--- src/rtl/regfile_pkg.sv ---
// Shared types and constants for the register-file writeback arbiter.
// Two one-entry writeback slots feed a single register-file write port.
package regfile_pkg;

    localparam int REG_COUNT = 32;
    localparam int ZERO_REG  = 31;
    localparam int DATA_W    = 64;
    localparam int REG_W     = $clog2(REG_COUNT);
    localparam int AGE_W     = 2;

    // The destination field cannot be called "reg", which is a keyword.
    typedef struct packed {
        logic [REG_W-1:0]  reg_addr;
        logic [DATA_W-1:0] data;
    } wb_req_t;

    typedef enum logic [1:0] {
        GNT_NONE = 2'd0,
        GNT_A    = 2'd1,
        GNT_B    = 2'd2
    } grant_e;

    function automatic logic [REG_COUNT-1:0] reg_onehot(input logic [REG_W-1:0] r);
        logic [REG_COUNT-1:0] v;
        v    = '0;
        v[r] = 1'b1;
        return v;
    endfunction

    function automatic logic is_zero_reg(input logic [REG_W-1:0] r);
        return r == REG_W'(ZERO_REG);
    endfunction

endpackage

--- src/rtl/regfile_write_arbiter_wb_slot.sv ---
// One-entry writeback buffer holding a request plus how many cycles it has waited.
// Writes aimed at the zero register are accepted but never stored.
module wb_slot
    import regfile_pkg::*;
(
    input  logic             clk,
    input  logic             reset_n,
    input  logic             i_push_valid,
    input  wb_req_t          i_push,
    input  logic             i_grant,
    output logic             o_ready,
    output logic             o_valid,
    output wb_req_t          o_req,
    output logic [AGE_W-1:0] o_age,
    output logic [REG_COUNT-1:0] o_pending
);

    logic             r_valid;
    wb_req_t          r_req;
    logic [AGE_W-1:0] r_age;
    logic             w_accept;
    logic             w_load;

    assign o_ready  = !r_valid || i_grant;
    assign w_accept = i_push_valid && o_ready;
    assign w_load   = w_accept && !is_zero_reg(i_push.reg_addr);

    // Age saturates; it only matters when both slots target the same register.
    always_ff @(posedge clk or negedge reset_n) begin
        if (!reset_n) begin
            r_valid <= 1'b0;
            r_req   <= '0;
            r_age   <= '0;
        end else if (w_load) begin
            r_valid <= 1'b1;
            r_req   <= i_push;
            r_age   <= '0;
        end else if (i_grant) begin
            r_valid <= 1'b0;
            r_age   <= '0;
        end else if (r_valid && r_age != '1) begin
            r_age   <= r_age + AGE_W'(1);
        end
    end

    assign o_valid   = r_valid;
    assign o_req     = r_req;
    assign o_age     = r_age;
    assign o_pending = r_valid ? reg_onehot(r_req.reg_addr) : '0;

endmodule

--- src/rtl/regfile_write_arbiter.sv ---
// Arbitrates ALU (A) and load (B) writebacks onto one register-file write port:
// round-robin between slots, with same-register writes kept in program order.
module regfile_write_arbiter
    import regfile_pkg::*;
(
    input  logic                 clk,
    input  logic                 reset_n,
    input  logic                 a_valid,
    output logic                 a_ready,
    input  logic [REG_W-1:0]     a_reg,
    input  logic [DATA_W-1:0]    a_data,
    input  logic                 b_valid,
    output logic                 b_ready,
    input  logic [REG_W-1:0]     b_reg,
    input  logic [DATA_W-1:0]    b_data,
    output logic                 regWrite,
    output logic [REG_W-1:0]     writeRegister,
    output logic [DATA_W-1:0]    writeData,
    output logic [REG_COUNT-1:0] pending
);

    localparam int N_SLOTS = 2;
    localparam int SLOT_A  = 0;
    localparam int SLOT_B  = 1;

    logic                 w_push_valid [N_SLOTS];
    wb_req_t              w_push       [N_SLOTS];
    logic                 w_slot_grant [N_SLOTS];
    logic                 w_ready      [N_SLOTS];
    logic                 w_valid      [N_SLOTS];
    wb_req_t              w_req        [N_SLOTS];
    logic [AGE_W-1:0]     w_age        [N_SLOTS];
    logic [REG_COUNT-1:0] w_pending    [N_SLOTS];

    grant_e               w_grant;
    wb_req_t              w_sel;
    logic [REG_COUNT-1:0] w_pending_or;

    logic                 r_favour_b;
    logic                 r_reg_write;
    logic [REG_W-1:0]     r_write_reg;
    logic [DATA_W-1:0]    r_write_data;

    assign w_push_valid[SLOT_A] = a_valid;
    assign w_push_valid[SLOT_B] = b_valid;
    assign w_push[SLOT_A]       = '{reg_addr: a_reg, data: a_data};
    assign w_push[SLOT_B]       = '{reg_addr: b_reg, data: b_data};
    assign w_slot_grant[SLOT_A] = (w_grant == GNT_A);
    assign w_slot_grant[SLOT_B] = (w_grant == GNT_B);

    generate
        for (genvar gi = 0; gi < N_SLOTS; gi++) begin : g_slot
            wb_slot u_slot (
                .clk          (clk),
                .reset_n      (reset_n),
                .i_push_valid (w_push_valid[gi]),
                .i_push       (w_push[gi]),
                .i_grant      (w_slot_grant[gi]),
                .o_ready      (w_ready[gi]),
                .o_valid      (w_valid[gi]),
                .o_req        (w_req[gi]),
                .o_age        (w_age[gi]),
                .o_pending    (w_pending[gi])
            );
        end
    endgenerate

    // Same destination: the older write goes first; a tie means both loaded on
    // one edge, and B goes first so that A's value is the one left in the file.
    always_comb begin
        w_grant = GNT_NONE;
        if (w_valid[SLOT_A] && w_valid[SLOT_B]) begin
            if (w_req[SLOT_A].reg_addr == w_req[SLOT_B].reg_addr) begin
                w_grant = (w_age[SLOT_A] > w_age[SLOT_B]) ? GNT_A : GNT_B;
            end else begin
                w_grant = r_favour_b ? GNT_B : GNT_A;
            end
        end else if (w_valid[SLOT_A]) begin
            w_grant = GNT_A;
        end else if (w_valid[SLOT_B]) begin
            w_grant = GNT_B;
        end
    end

    assign w_sel = (w_grant == GNT_B) ? w_req[SLOT_B] : w_req[SLOT_A];

    always_comb begin
        w_pending_or = '0;
        for (int i = 0; i < N_SLOTS; i++) begin
            w_pending_or = w_pending_or | w_pending[i];
        end
    end

    always_ff @(posedge clk or negedge reset_n) begin
        if (!reset_n) begin
            r_favour_b   <= 1'b0;
            r_reg_write  <= 1'b0;
            r_write_reg  <= '0;
            r_write_data <= '0;
        end else begin
            r_reg_write <= (w_grant != GNT_NONE);
            if (w_grant != GNT_NONE) begin
                r_write_reg  <= w_sel.reg_addr;
                r_write_data <= w_sel.data;
                r_favour_b   <= (w_grant == GNT_A);
            end
        end
    end

    assign a_ready       = w_ready[SLOT_A];
    assign b_ready       = w_ready[SLOT_B];
    assign regWrite      = r_reg_write;
    assign writeRegister = r_write_reg;
    assign writeData     = r_write_data;
    assign pending       = w_pending_or;

endmodule
--- config.mk ---
export PLATFORM = sky130hd
export DESIGN_NAME = regfile_write_arbiter
export DESIGN_NICKNAME = d
export VERILOG_FILES = /design/src/rtl/regfile_pkg.sv /design/src/rtl/regfile_write_arbiter_wb_slot.sv /design/src/rtl/regfile_write_arbiter.sv
export SDC_FILE = /design/constraint.sdc
export NUM_CORES = 1
export LEC_CHECK = 0
export ABC_CLOCK_PERIOD_IN_PS = 6800
export BUFFER_PORTS_ARGS = -buffer_cell sky130_fd_sc_hd__buf_2
export CAP_MARGIN = 10
export CORE_MARGIN = 2
export CORE_UTILIZATION = 40
export CTS_BUF_LIST = sky130_fd_sc_hd__clkbuf_4 sky130_fd_sc_hd__clkbuf_8
export CTS_CLUSTER_DIAMETER = 50
export DETAILED_ROUTE_END_ITERATION = 10
export PLACE_DENSITY = 0.73
export SYNTH_ARGS = -nofsm -noshare
export SYNTH_HDL_FRONTEND = slang
export SYNTH_SLANG_ARGS = --single-unit
export TNS_END_PERCENT = 30
--- constraint.sdc ---
create_clock -name clk -period 6.8 [get_ports clk]
set_clock_uncertainty 0.15 [all_clocks]
set_input_delay 1.36 -clock clk [delete_from_list [all_inputs] [get_ports clk]]
set_output_delay 1.36 -clock clk [all_outputs]
set_load 0.02 [all_outputs]
==> flow_summary.ini, run 1 <==
[outcome]
outcome = completed

[timing]
drv_slew = 0
worst_pin_slew_ps = 1125
fin_crit_sh = 0.6936
fin_ws_ps = 2083
slew_headroom = 0.2500
hold_viol_final = 0
fmaxAchievable_ghz = 0.2120
rsz0062_at_grt = false
setup_tns_ps = 0
finalSetupViolCount = 0
fin_crit_ps = 4717

[routing]
vias = 7140
drt-total-wl_mm = 24.21
remaining_drc_errors = 0
wire_per_inst_um = 18.29
first_pass_iters = 5
first_iter_violations = 409
avgViaCountPerCell = 5.393
drtAntennaViolNets = 0

[yosys]
synth_edf_count = 0
synthCells = 739
yosys.area.top_type = dfrtp_1
ys_seq_area_frac = 0.5571
synth_top_area_frac = 0.5571
ys_seq_elements = 215
netlist_top_cells_count = dfrtp_1 (215), mux2_2 (128), nand2_1 (72)
synth_area_leaders = dfrtp_1 (56%), mux2_2 (15%), o221a_2 (7.5%), mux2i_1 (6.6%), nand2_1 (2.8%)
yosysMostFrequentCell = dfrtp_1
synth_warnings = 0
yosys_most_used_dff = dfrtp_1
synth_area_per_cell_um2 = 13.07
synth.distinct_cells = 38
async_reset_ff_frac = 1.000
netlist_area_um2 = 9657
syn-num-nets = 885

[critical_path]
cp_cell_sequence = xor2_1 > or2_4 > o21ai_0 > nand2_2 > inv_2 > buf_4 > buf_2
crit_arrival_ps = 3210
critPathBufInv = 3
critPathMaxFanout = 68
critPathSlowestCell = buf_4
worstPathRequired_ps = 5290
reg2reg_depth = 7
critPathCaptureType = output port
cp-startpoint = g_slot[1].u_slot.o_req[66]
cp_top_family = buffers and inverters
rr_startpoint = g_slot[0].u_slot.o_age[1]
r2r_setup_slack_ps = 3380
crit_path_start_kind = register
cp.depth = 7
crit_type = register to output port
max_stage_delay_ps = 700
timing.rr.end = g_slot[0].u_slot.o_req[68]
worstSetupEndpoint = b_ready

[clock_network]
clock_latency_ps = 520
cts.clk_slew.worst_paths_ps = 50
tritoncts = done
postCtsSetupBuffers = 0
cts_resized = 0
cts.path.max_buffers = 3
numCtsBuffers = 40
cts_root_buf = clkbuf_8
ctsHoldBuffers = 0
htreeDepth = 2
cts_sinks = 215

[final_layout]
register_area_um2 = 5384
multi_input_comb_area_um2 = 3981
drive_above_1_share = 0.5279
layoutNonFillerInstCount = 1324
final_util = 0.5055
nNetsFinal = 1125
fill_cells = 2112
design_area_um2 = 11940
syn2layout_area_growth_pct = 23.59

[grt]
grt.overflow.total = 0
grt_max_degree = 101
grt_pass1_wl_mm = 39.44
antenna_found_initial = 3
gr-usage-all-layers = 0.1905
grt_pass1_vias = 7527

[floorplan]
fp-row-count = 56
pin_count = 246
start_util = 0.4090
core_area_um2 = 23610
dieArea_um2 = 25400
dieHeight_um = 159.4
die_x_um = 159.4

[placed_design]
place_ws_ps = 2615
dp_cells = 1256
dp_hpwl_mm = 15.39
finalWeightedCongestion = 0.8364
port_buffers = 245
placed_cell_area_um2 = 11110

[power]
power_leakage_nw = 5.538
ir_drop_mv = 0.2593
p_per_area_nw_per_um2 = 428.0

[flow_run]
maxCapViolCount = 0

[worst_hold_path]
hp-class = register to register
-- registers in the layout (all words and copies together), names as in the netlist --
signal	flops
g_slot.u_slot.o_age	4
writeRegister	5
g_slot.u_slot.o_valid	2
g_slot.u_slot.o_req	138
writeData	64
regWrite	1
r_favour_b	1
-- routing by layer --
| metal | share of wire | GRT usage |
|---|---|---|
| met1 | 0.42 | 0.2459 |
| met2 | 0.48 | 0.3105 |
| met3 | 0.070 | 0.05105 |
| met4 | 0.024 | 0.06694 |
| met5 | 0.00029 | 0 |
-- placed cells by master (no fill, tap or decap), types with 3 or more instances in the layout --
master and count:
xnor2_1 3, clkbuf_8 47, buf_2 244, mux2_4 8
buf_4 7, inv_1 12, nand3_1 15, o221a_2 64
o21ai_0 5, nand2_1 72, nor3_1 3, ha_1 4
clkbuf_4 9, mux2_2 128, clkinvlp_4 3, mux2i_1 64
dfrtp_1 214, a22oi_1 5, a21oi_1 4, or3_1 5
o22ai_1 40, nand3b_1 7, nor2_1 8, clkinv_2 6
-- layout make-up --
class                   instances  share of cell area
flip-flops and latches        215              0.4511
multi-input cells             456              0.3336
repair buffers                252              0.1080
clock buffers                  56             0.05986
well taps                     319             0.03344
clock inverters                11            0.009435
inverters                      14            0.004403
diodes                          1           0.0002097
-- metrics by stage --
step | power (W) | hold slack [ps]
floorplan | 0.003269 | 331.3
global placement | 0.003801 | 339.2
detailed placement | 0.003858 | 347.2
CTS | 0.005168 | 359.8
global route | 0.005416 | 370.1
finish | 0.005109 | 357.5
-- worst register-to-register path: stages, from the launching register on --
cell	delay, ps
dfrtp_1	410
ha_1	310
nor2b_1	120
o21ai_0	160
nor3_1	310
o31a_2	770
buf_4	660
mux2_2	420
-- worst min-delay path by stage --
| stage | from | endpoint | depth (start not counted) |
|---|---|---|---|
| after global routing | g_slot[1].u_slot.o_req[58] | g_slot[1].u_slot.o_req[58] | 1 |
| after floorplan | g_slot[1].u_slot.o_req[58] | g_slot[1].u_slot.o_req[58] | 1 |
| after CTS | g_slot[1].u_slot.o_req[9] | g_slot[1].u_slot.o_req[9] | 1 |
| final | g_slot[1].u_slot.o_req[9] | g_slot[1].u_slot.o_req[9] | 1 |
| after global placement | g_slot[1].u_slot.o_req[63] | g_slot[1].u_slot.o_req[63] | 1 |
| after detailed placement | g_slot[1].u_slot.o_req[40] | g_slot[1].u_slot.o_req[40] | 1 |
-- cell families (layout without fill, tap and decap cells) --
| group | after synthesis | after routing | synth area share |
|---|---|---|---|
| AO/OA/AOI/OAI | 125 | 125 | 0.1152 |
| other | 0 | 1 | 0 |
| flip-flops | 215 | 215 | 0.5571 |
| adder cells (fa/ha/maj) | 4 | 4 | 0.005183 |
| XOR/XNOR | 5 | 5 | 0.004536 |
| buffers and inverters | 68 | 333 | 0.03174 |
| multiplexers | 200 | 200 | 0.2280 |
| AND/OR/NAND/NOR | 122 | 122 | 0.05818 |
-- power by group --
group	leakage [nW]	total, W	switching (W)	internal, W
Clock	0.432	0.00128	0.000525	0.000752
Sequential	2.49	0.00206	0.000333	0.00173
Combinational	2.61	0.00177	0.000970	0.000802
Total	5.54	0.00511	0.00183	0.00328
Note: power is estimated with default switching activity, not from simulation.
==> run 2: changes to the inputs <==
--- a/config.mk
+++ b/config.mk
@@ -5,7 +5,7 @@
 export SDC_FILE = /design/constraint.sdc
 export NUM_CORES = 1
 export LEC_CHECK = 0
-export ABC_CLOCK_PERIOD_IN_PS = 6800
+export ABC_CLOCK_PERIOD_IN_PS = 4900
 export BUFFER_PORTS_ARGS = -buffer_cell sky130_fd_sc_hd__buf_2
 export CAP_MARGIN = 10
 export CORE_MARGIN = 2
==> constraint.sdc (replaced) <==
create_clock -name clk -period 4.9 [get_ports clk]
set_clock_uncertainty 0.15 [all_clocks]
set_input_delay 0.98 -clock clk [delete_from_list [all_inputs] [get_ports clk]]
set_output_delay 0.98 -clock clk [all_outputs]
set_load 0.02 [all_outputs]
==> flow_summary.ini, run 2 (synthesized netlist as in run 1, its figures left out) <==
[grt]
grt_max_degree = 104
grt_pass1_wl_mm = 39.32
grt_pass1_vias = 7486
antenna_found_initial = 2
grt.overflow.total = 0
gr-usage-all-layers = 0.1892

[timing]
hold_viol_final = 0
worst_pin_slew_ps = 1125
fmaxAchievable_ghz = 0.2489
finalSetupViolCount = 0
rsz0062_at_grt = false
slew_headroom = 0.2498
drv_slew = 0
fin_crit_sh = 0.8200
fin_crit_ps = 4018
setup_tns_ps = 0

[final_layout]
drive_above_1_share = 0.5330
fill_cells = 2099
syn2layout_area_growth_pct = 24.97
layout_common_cells = buf_2 (244), dfrtp_1 (214), mux2_2 (128)
mostFrequentLayoutCell = buf_2
nNetsFinal = 1130
largest_reg_flops = 138

[power]
p_sw_frac = 0.3542
netSwitchingPower_w = 0.002566
power_frac_comb = 0.344
p_per_area_nw_per_um2 = 600.3
power_leakage_nw = 5.613
p_clk_frac = 0.266
ir_drop_mv = 0.3373
p_int_w = 0.004678
p_seq_frac = 0.391
power_w = 0.007244

[routing]
met2_length_mm = 11.25
first_pass_iters = 4
drt-total-wl_mm = 24.29
wl_met1_mm = 10.62
first_iter_violations = 566
vias = 7190
wire_per_inst_um = 18.18
wl_met3_mm = 1.826
drtAntennaViolNets = 0
top_layer = met5
avgViaCountPerCell = 5.382
remaining_drc_errors = 0

[floorplan]
pin_count = 246
fp-row-count = 56
die_x_um = 159.4
dieArea_um2 = 25400
dieHeight_um = 159.4
start_util = 0.4090
core_area_um2 = 23610

[clock_network]
cts.clk_slew.worst_paths_ps = 60
clock_latency_ps = 540
cts.path.max_buffers = 3
numCtsBuffers = 41
ctsHoldBuffers = 0
htreeDepth = 2
cts_resized = 0
cts_sinks = 215
tritoncts = done
postCtsSetupBuffers = 0
cts_root_buf = clkbuf_8

[critical_path]
critPathMaxFanout = 35
crit_arrival_ps = 2890
critPathCaptureType = output port
crit_type = register to output port
worstPathRequired_ps = 3770
crit_path_start_kind = register

[outcome]
outcome = completed

[flow_run]
maxCapViolCount = 0

[worst_hold_path]
hp-class = primary input to async pin

[placed_design]
port_buffers = 245
finalWeightedCongestion = 0.8153
dp_hpwl_mm = 15.35
## run 2: path summary, 6_finish.rpt
check	startpoint	to	slack, ps	cells past startpoint
worst max register to register	g_slot[1].u_slot.o_req[66]	writeData[43]	1690	6
max in group asynchronous	reset_n	g_slot[0].u_slot.o_valid	3290	2
worst min-delay path	reset_n	g_slot[1].u_slot.o_req[39]	330	1
worst min register to register	g_slot[1].u_slot.o_req[60]	g_slot[1].u_slot.o_req[60]	360	1
min in group clk	g_slot[1].u_slot.o_req[60]	g_slot[1].u_slot.o_req[60]	360	1
worst max-delay path	g_slot[1].u_slot.o_req[66]	b_ready	880	7
## run 2: stage by stage
step / util / hold WS [ps] / instances / setup slack (ps) / instance area [um2]
3_3_place_gp: 0.4721 / 340.7 / 1260 / 1485 / 11150
2_1_floorplan: - / 331.3 / 739 / 1881 / 9657
6_report: 0.5111 / 332.2 / 1336 / 882.1 / 12070
5_1_grt: 0.5109 / 360.2 / 1334 / 638.1 / 12060
4_1_cts: 0.5109 / 352.0 / 1334 / 848.4 / 12060
3_5_place_dp: 0.4721 / 348.7 / 1260 / 1414 / 11150
## run 2: per-layer routing
layer  vias up  global-route usage
met5         -                   0
met4         2             0.06818
met3        58             0.05835
met2       258              0.3053
met1      3602              0.2413
li1       3270                   -
## run 2: final cells by class
cell class	instances	area, um2	share of cell area
diodes	2	5.005	0.0004147
multi-input cells	456	3981	0.3299
well taps	319	399.1	0.03307
clock buffers	66	808.3	0.06698
repair buffers	256	1331	0.1103
inverters	14	52.55	0.004355
flip-flops and latches	215	5384	0.4461
clock inverters	8	106.4	0.008813
## run 2: worst max-delay path, stage by stage, from the launching register on
cell	delay, ps
dfrtp_1	480
xor2_1	220
or2_4	290
o21ai_0	390
nand2_2	250
inv_2	100
buf_4	380
buf_2	250
## run 2: power groups by stage
stage	registers, W	logic [W]	clock network, W
5_1_grt	0.00291	0.00269	0.00207
3_5_place_dp	0.00284	0.00251	0
6_report	0.00283	0.00249	0.00193
3_3_place_gp	0.00283	0.00245	0
2_1_floorplan	0.00308	0.00146	0
4_1_cts	0.00283	0.00252	0.00198
